<file path="src/rtl/wb_conmax_pri_arb.sv">
// Per-slave 8-master arbiter. Qualifies requests against the encoder's active
// priority level, picks round-robin among them, and holds the grant until release.
module wb_conmax_pri_arb #(
  parameter logic [1:0]  pri_sel  = 2'd0,
  parameter int unsigned HOLD_MAX = 0
) (
  input  logic       clk_i,
  input  logic       rst_i,
  input  logic [7:0] req,
  input  logic [1:0] pri0,
  input  logic [1:0] pri1,
  input  logic [1:0] pri2,
  input  logic [1:0] pri3,
  input  logic [1:0] pri4,
  input  logic [1:0] pri5,
  input  logic [1:0] pri6,
  input  logic [1:0] pri7,
  input  logic [1:0] pri_in,
  input  logic       next,
  output logic [2:0] gnt,
  output logic       gnt_vld,
  output logic [7:0] gnt_oh
);

  localparam int unsigned NM       = 8;
  localparam int unsigned IW       = 3;
  localparam int unsigned CW       = 8;
  localparam int unsigned HOLD_LIM = (HOLD_MAX == 0) ? 0 : HOLD_MAX - 1;
  localparam bit          HOLD_EN  = (HOLD_MAX != 0);

  typedef enum logic {IDLE, BUSY} state_t;

  state_t          state, state_nxt;
  logic [IW-1:0]   last, last_nxt;
  logic [IW-1:0]   gnt_nxt;
  logic            vld_nxt;
  logic [NM-1:0]   oh_nxt;
  logic [CW-1:0]   cnt, cnt_nxt;
  logic [1:0]      pri_arr [NM];
  logic [NM-1:0]   elig;
  logic [NM-1:0]   gnt_mask;
  logic            others;
  logic            hold_hit;

  // Map a master's priority field onto the encoder's level space.
  function automatic logic [1:0] map_lvl(input logic [1:0] p);
    case (pri_sel)
      2'd0:    map_lvl = 2'd0;
      2'd1:    map_lvl = {1'b0, p[0]};
      default: map_lvl = p;
    endcase
  endfunction

  // First candidate at ptr+1, ptr+2, ... wrapping; ptr itself is scanned last.
  function automatic logic [IW-1:0] rr_pick(input logic [NM-1:0] cand,
                                            input logic [IW-1:0] ptr);
    logic [IW-1:0] idx;
    logic          found;
    rr_pick = ptr;
    found   = 1'b0;
    for (int k = 1; k <= int'(NM); k++) begin
      idx = IW'(int'(ptr) + k);
      if (!found && cand[idx]) begin
        rr_pick = idx;
        found   = 1'b1;
      end
    end
  endfunction

  always_comb begin
    pri_arr[0] = pri0;
    pri_arr[1] = pri1;
    pri_arr[2] = pri2;
    pri_arr[3] = pri3;
    pri_arr[4] = pri4;
    pri_arr[5] = pri5;
    pri_arr[6] = pri6;
    pri_arr[7] = pri7;
  end

  always_comb begin
    elig = '0;
    for (int i = 0; i < int'(NM); i++) begin
      elig[i] = req[i] & (map_lvl(pri_arr[i]) == pri_in);
    end
  end

  assign gnt_mask = NM'(1) << gnt;
  assign others   = |(elig & ~gnt_mask);
  assign hold_hit = HOLD_EN && (cnt == CW'(HOLD_LIM));

  // Next-state and next-output logic.
  always_comb begin
    state_nxt = state;
    gnt_nxt   = gnt;
    vld_nxt   = gnt_vld;
    last_nxt  = last;
    cnt_nxt   = cnt;
    case (state)
      IDLE: begin
        vld_nxt = 1'b0;
        if (|elig) begin
          gnt_nxt   = rr_pick(elig, last);
          vld_nxt   = 1'b1;
          last_nxt  = gnt_nxt;
          cnt_nxt   = '0;
          state_nxt = BUSY;
        end
      end
      BUSY: begin
        if (!req[gnt] || (others && (next || hold_hit))) begin
          cnt_nxt = '0;
          if (others) begin
            gnt_nxt  = rr_pick(elig & ~gnt_mask, gnt);
            last_nxt = gnt_nxt;
          end else begin
            vld_nxt   = 1'b0;
            state_nxt = IDLE;
          end
        end else if (HOLD_EN && !hold_hit) begin
          cnt_nxt = cnt + CW'(1);
        end
      end
      default: state_nxt = IDLE;
    endcase
    oh_nxt = vld_nxt ? (NM'(1) << gnt_nxt) : '0;
  end

  always_ff @(posedge clk_i or negedge rst_i) begin
    if (!rst_i) begin
      state   <= IDLE;
      gnt     <= '0;
      gnt_vld <= 1'b0;
      gnt_oh  <= '0;
      last    <= IW'(NM - 1);
      cnt     <= '0;
    end else begin
      state   <= state_nxt;
      gnt     <= gnt_nxt;
      gnt_vld <= vld_nxt;
      gnt_oh  <= oh_nxt;
      last    <= last_nxt;
      cnt     <= cnt_nxt;
    end
  end

endmodule

</file>
<file path="config.mk">
export PLATFORM = sky130hd
export DESIGN_NAME = wb_conmax_pri_arb
export DESIGN_NICKNAME = d
export VERILOG_FILES = /design/src/rtl/wb_conmax_pri_arb.sv
export SDC_FILE = /design/constraint.sdc
export NUM_CORES = 1
export LEC_CHECK = 0
export ABC_AREA = 1
export ABC_CLOCK_PERIOD_IN_PS = 3100
export BUFFER_PORTS_ARGS = -buffer_cell sky130_fd_sc_hd__buf_2
export CELL_PAD_IN_SITES_DETAIL_PLACEMENT = 1
export CELL_PAD_IN_SITES_GLOBAL_PLACEMENT = 1
export CORE_ASPECT_RATIO = 1.5
export CORE_UTILIZATION = 41
export DETAILED_ROUTE_END_ITERATION = 10
export GPL_ROUTABILITY_DRIVEN = 0
export PLACE_DENSITY = 0.91
export RECOVER_POWER = 50
export SYNTH_ARGS = -nofsm -noshare
export SYNTH_HDL_FRONTEND = slang
export SYNTH_SLANG_ARGS = --single-unit
export TNS_END_PERCENT = 50
</file>
<file path="constraint.sdc">
create_clock -name clk_i -period 3.1 [get_ports clk_i]
set_clock_uncertainty 0.15 [all_clocks]
set_input_delay 0.62 -clock clk_i [delete_from_list [all_inputs] [get_ports clk_i]]
set_output_delay 0.62 -clock clk_i [all_outputs]
set_load 0.03 [all_outputs]
</file>
==> reports/metrics.cfg, run 1 <==
[critical_path]
critical_path.reg2reg.endpoint = gnt_oh[6]
worst-r2r-cell-count = 15
setup.worst_path.end_class = register
worst-path-max-fanout = 7
critical_path.startpoint = last[0]
crit_end = gnt_oh[6]
regToRegStartpoint = last[0]
critical_path_source_type = register
regToRegSetupSlack_ps = 180
critical_path_class = reg -> reg
crit_required_ps = 3080
cp_data_arrival_time_ps = 2900

[yosys]
synth_area_leaders = sky130_fd_sc_hd__nand3_1 (17%), sky130_fd_sc_hd__nand2_1 (17%), sky130_fd_sc_hd__dfrtp_1 (12%), sky130_fd_sc_hd__nand3_2 (6.8%), sky130_fd_sc_hd__nand4_1 (5.7%)
avgSynthCellArea_sq_um = 6.34
yosysSeqAreaShare = 0.153
count_leader_synth = sky130_fd_sc_hd__nand2_1
synth.net_count = 454
post_synth_inst_count = 416
synth_register_bits = 16
predominant_post_synthesis_flop_cell = sky130_fd_sc_hd__dfrtp_1
synth_cell_types = 39
syn-cell-area_sq_mm = 0.00264
synth_enable_flop_cells = 0
netlist_top_cells_count = sky130_fd_sc_hd__nand2_1 (117), sky130_fd_sc_hd__nand3_1 (89), sky130_fd_sc_hd__inv_1 (37)
yosys_warning_count = 0
yosysTopAreaCell = sky130_fd_sc_hd__nand3_1
asyncSetResetFlopFracSynth = 1.00
synth_top_cell_area_share = 0.169

[cts]
tritoncts = done
cts_setup_buffers = 0
ctsHtreeMaxLevel = 1
post_cts_hold_buffer_count = 0
clock_insertion_delay_worst_skew_ps = 250
numCtsBuffers = 3
path_clk_slew_ps = 60
clockRootBuffer = sky130_fd_sc_hd__clkbuf_8
ctsLongestPathBuffers = 2
clock_sinks = 16
post_cts.resized_instances = 0

[floorplan]
die_area_sq_mm = 0.00676
num_io_pins = 41
placementRows = 35
core-area_sq_mm = 0.00617
floorplan.die.height_microns = 100
die_x_microns = 67.5
initial_utilization = 0.427

[global_routing]
total_gr_overflow = 0
grt_first_pass_wirelength_mm = 14.1
grt_antenna_before_repair = 0
maximum_number_of_pins_on_one_net_before_global_route_repair = 25
global_route.usage.total = 0.269
via_count_of_the_first_global_routing_pass = 3099

[outcome]
status = finished, final reports clean

[timing]
relSlewSlack = 0.414
timing_worst_slew_pin_value_ps = 878
hold_viol_final = 0
layout_worst_path_cycle_share = 0.941
report.final.slew_viol_count = 0
time_the_final_worst_path_needs_with_i_o_delays_and_setup_ps = 2920
clock.fmax_mhz = 343
finalSetupViolCount = 0

[flow_run]
max_cap_violations = 0

[layout]
fin_nets = 484
final_layout_size_suffix_gt1_frac = 0.258
areaGrowthSynthToFinish_pct = 11.9
num_antenna_cells = 0
utilization = 0.478
layout.filler_cells = 859

[placed_design]
place.port_buffers = 24
post-dp-hpwl_mm = 7.14

[route]
drt_pass1_iterations = 4
vias_per_cell = 5.73
drc_errors = 0
vias = 2976
initialDrtViolationCount = 55
totalWireLength_mm = 8.82
post_drt_wl_per_cell_microns = 17.0
drt.antenna.violating_nets = 0

[min_path]
min_path_type = in -> async

[through the flow]
step | instance area [sq um] | setup WS [ps] | std cells | hold slack [ps] | setup TNS (ps)
floorplan | 2640 | 107 | 416 | 174 | 0
global placement | 2860 | 204 | 515 | 386 | 0
detailed placement | 2860 | 65.1 | 515 | 398 | 0
CTS | 2910 | 24.6 | 519 | 132 | 0
global route | 2950 | -38.3 | 519 | 373 | -77.3
finish | 2950 | 184 | 519 | 312 | 0
[flip-flops by register name, indices dropped and copies added, names as in the netlist]
register / cells
gnt_oh: 8
gnt: 3
last: 3
gnt_vld: 1
state: 1
[placed cells by master, fill, tap and decap left out, types with 2 or more instances in the layout]
master / synthesis / layout
sky130_fd_sc_hd__nand2_1: 117 / 112
sky130_fd_sc_hd__nand3_1: 89 / 86
sky130_fd_sc_hd__inv_1: 37 / 35
sky130_fd_sc_hd__nand4_1: 24 / 24
sky130_fd_sc_hd__nand3_2: 18 / 21
sky130_fd_sc_hd__nor2_1: 21 / 20
sky130_fd_sc_hd__buf_2: 3 / 18
sky130_fd_sc_hd__nand2_2: 12 / 17
sky130_fd_sc_hd__inv_2: 11 / 12
sky130_fd_sc_hd__dfrtp_1: 13 / 12
sky130_fd_sc_hd__buf_4: 4 / 12
sky130_fd_sc_hd__o21ai_0: 11 / 11
sky130_fd_sc_hd__ha_1: 9 / 9
sky130_fd_sc_hd__nor2_4: 5 / 6
sky130_fd_sc_hd__clkbuf_1: 0 / 6
sky130_fd_sc_hd__nor2_2: 4 / 4
sky130_fd_sc_hd__clkbuf_8: 0 / 4
sky130_fd_sc_hd__nand3b_1: 3 / 3
sky130_fd_sc_hd__dfstp_2: 3 / 3
sky130_fd_sc_hd__nand2_4: 2 / 2
sky130_fd_sc_hd__xor2_4: 2 / 2
sky130_fd_sc_hd__nor2_8: 2 / 2
sky130_fd_sc_hd__nand4_4: 2 / 2
sky130_fd_sc_hd__o21ai_1: 2 / 2
[logic make-up after synthesis]
group,Yosys count,share of synthesized area
XOR/XNOR,3,0.0242
adder cells (fa/ha/maj),9,0.0427
AND/OR/NAND/NOR,304,0.617
buffers and inverters,62,0.112
flip-flops,16,0.153
AO/OA/AOI/OAI,22,0.0508
[layout make-up]
class | instances | area [sq um] | area share
clock buffer | 4 | 55.1 | 0.0187
inverter | 49 | 186 | 0.0632
multi-input combinational | 338 | 1980 | 0.670
tap | 74 | 92.6 | 0.0314
sequential | 16 | 405 | 0.137
timing repair buffer | 38 | 234 | 0.0793
[layer usage]
metal | vias up | GRT usage | wire length [microns]
li1 | 1452 | - | -
met1 | 1455 | 0.278 | 3400
met2 | 48 | 0.519 | 5000
met3 | 21 | 0.0330 | 175
met4 | 0 | 0.103 | 238
met5 | - | 0 | 0
[critical path, cell delays in order (launching register included)]
cell and delay, ps:
sky130_fd_sc_hd__dfstp_2 550, sky130_fd_sc_hd__inv_2 40, sky130_fd_sc_hd__ha_1 310, sky130_fd_sc_hd__inv_2 160
sky130_fd_sc_hd__nand3_1 120, sky130_fd_sc_hd__nand3_1 180, sky130_fd_sc_hd__nand2_4 110, sky130_fd_sc_hd__inv_2 90
sky130_fd_sc_hd__nand4_4 130, sky130_fd_sc_hd__or2_0 240, sky130_fd_sc_hd__nand3_1 90, sky130_fd_sc_hd__nand2_1 90
sky130_fd_sc_hd__a21oi_2 200, sky130_fd_sc_hd__nand2_1 90, sky130_fd_sc_hd__nand2_1 150, sky130_fd_sc_hd__nor2_1 90
[worst min-delay path by stage]
stage                end  slack (ps)  depth (start not counted)
6_report       gnt_oh[6]         310                          1
5_1_grt        gnt_oh[6]         370                          1
4_1_cts        gnt_oh[7]         130                          1
3_5_place_dp   gnt_oh[2]         400                          1
3_3_place_gp   gnt_oh[3]         390                          1
2_1_floorplan     gnt[0]         170                          0
Power of run 1 is not shown: default switching activity piles up to over one toggle a cycle in this logic, so the estimate is an artifact.
==> inputs of run 2 (changes only) <==
--- a/config.mk
+++ b/config.mk
@@ -14,7 +14,7 @@
 export CORE_UTILIZATION = 41
 export DETAILED_ROUTE_END_ITERATION = 10
 export GPL_ROUTABILITY_DRIVEN = 0
-export PLACE_DENSITY = 0.91
+export PLACE_DENSITY = 0.78
 export RECOVER_POWER = 50
 export SYNTH_ARGS = -nofsm -noshare
 export SYNTH_HDL_FRONTEND = slang
==> reports/metrics.cfg, run 2 (same netlist as run 1, synthesis figures left out) <==
[outcome]
status = finished, final reports clean

[layout]
final_layout_size_suffix_gt1_frac = 0.239
areaGrowthSynthToFinish_pct = 10.3
mostFrequentLayoutCell = sky130_fd_sc_hd__nand2_1
post_layout_inst_area_sq_mm = 0.00291
most-common-layout-cells = sky130_fd_sc_hd__nand2_1 (115), sky130_fd_sc_hd__nand3_1 (89), sky130_fd_sc_hd__inv_1 (35)
top_regs = gnt_oh x8, gnt x3, last x3
fin_nets = 482
layout.filler_cells = 874
max_flop_register = gnt_oh
num_antenna_cells = 0
largest_register_ffs = 8

[placed_design]
post-dp-hpwl_mm = 7.22
place.port_buffers = 24
dpl-instance-area_sq_mm = 0.00284

[critical_path]
worst-r2r-cell-count = 15
cp_data_arrival_time_ps = 2880
critPathMostFrequentCell = sky130_fd_sc_hd__nand2_1
crit_required_ps = 3080
slowest_stage = sky130_fd_sc_hd__dfstp_2
regToRegStartpoint = last[0]
regToRegSetupSlack_ps = 200
critical_path_class = reg -> reg
setup.worst_path.end_class = register
worst-path-max-fanout = 7
critical_path.startpoint = last[0]
critical_path_source_type = register
critical_path.cell_chain = inv_2 -> ha_1 -> inv_2 -> nand3_2 -> nand2_1 -> nor2_1 -> nor2_2 -> nand4_4 -> or2_0 -> nand3_1 -> nand2_1 -> a21oi_2 -> nand2_1 -> nand2_1 -> nor2_1
critical-path-max-stage-delay_ps = 550
critical_path.reg2reg.endpoint = gnt_oh[4]

[timing]
report.final.slew_viol_count = 0
timing_worst_slew_pin_value_ps = 857
unrepaired_setup_endpoints_after_global_routing = yes
finalHoldWorstSlack_ps = 307
clock.fmax_mhz = 345
aggregate_negative_setup_slack_ps = 0
relSlewSlack = 0.429
time_the_final_worst_path_needs_with_i_o_delays_and_setup_ps = 2900
hold_viol_final = 0
layout_worst_path_cycle_share = 0.935
finalSetupViolCount = 0

[cts]
numCtsBuffers = 3
clock_insertion_delay_worst_skew_ps = 250
ctsLongestPathBuffers = 2
clock_sinks = 16
ctsHtreeMaxLevel = 1
post_cts_hold_buffer_count = 0
path_clk_slew_ps = 60
tritoncts = done
clockRootBuffer = sky130_fd_sc_hd__clkbuf_8

[global_routing]
grt_first_pass_wirelength_mm = 14.2
total_gr_overflow = 0
grt_antenna_before_repair = 0
via_count_of_the_first_global_routing_pass = 3055
maximum_number_of_pins_on_one_net_before_global_route_repair = 41
global_route.usage.total = 0.276

[min_path]
min_path_type = in -> async

[floorplan]
placementRows = 35
core-area_sq_mm = 0.00617
die_area_sq_mm = 0.00676
floorplan.die.height_microns = 100
initial_utilization = 0.427
die_x_microns = 67.5
num_io_pins = 41

[route]
drc_errors = 0
drt_pass1_iterations = 4
totalWireLength_mm = 8.64
vias = 2883
initialDrtViolationCount = 70
post_drt_wl_per_cell_microns = 16.7
drt.antenna.violating_nets = 0
vias_per_cell = 5.58

[flow_run]
max_cap_violations = 0

-- run 2: cell count changes in the layout (fill, tap and decap cells not counted), sizes merged --
cell / before / now
buf: 32 / 30
-- run 2: critical path: cells and delay by family, from the launching register on --
| kind | cells | cell delay, ps |
|---|---|---|
| simple gates | 11 | 1400 |
| flops | 1 | 550 |
| fa+ha+maj | 1 | 320 |
| buf+inv | 2 | 200 |
| compound gates | 1 | 150 |
-- run 2: cell type report --
class	count	area (sq um)	share of cell area
inverter	49	189	0.0649
tap	74	92.6	0.0318
timing repair buffer	36	223	0.0766
sequential	16	405	0.139
multi-input combinational	338	1940	0.668
clock buffer	4	55.1	0.0189
-- run 2: per-stage QoR --
step                utilization  std cells  setup slack, ps
finish                    0.471        517              202
global route              0.471        517            -21.0
CTS                       0.469        517             54.7
detailed placement        0.460        513             85.2
global placement          0.460        513              156
floorplan                     -        416              107
-- run 2: metal layers --
layer / track usage / vias up / share of wire
met3: 0.0159 / 24 / 0.014
met5: 0 / - / 0
met2: 0.545 / 42 / 0.56
met4: 0.106 / 0 / 0.041
li1: - / 1447 / -
met1: 0.286 / 1370 / 0.38
-- run 2: worst max-delay path by stage --
| stage | endpoint |
|---|---|
| after floorplan | gnt_oh[0] |
| after global placement | gnt_oh[0] |
| after detailed placement | gnt_oh[0] |
| after CTS | gnt_oh[0] |
| after global routing | gnt_oh[0] |
| final | gnt_oh[4] |
-- run 2: repair_timing --
action | 4_1_cts | 5_1_grt
setup endpoints to repair | 0 | 10
setup buffers | 0 | 0
resized for setup | 0 | 10
Power of run 2 is left out for the same reason.
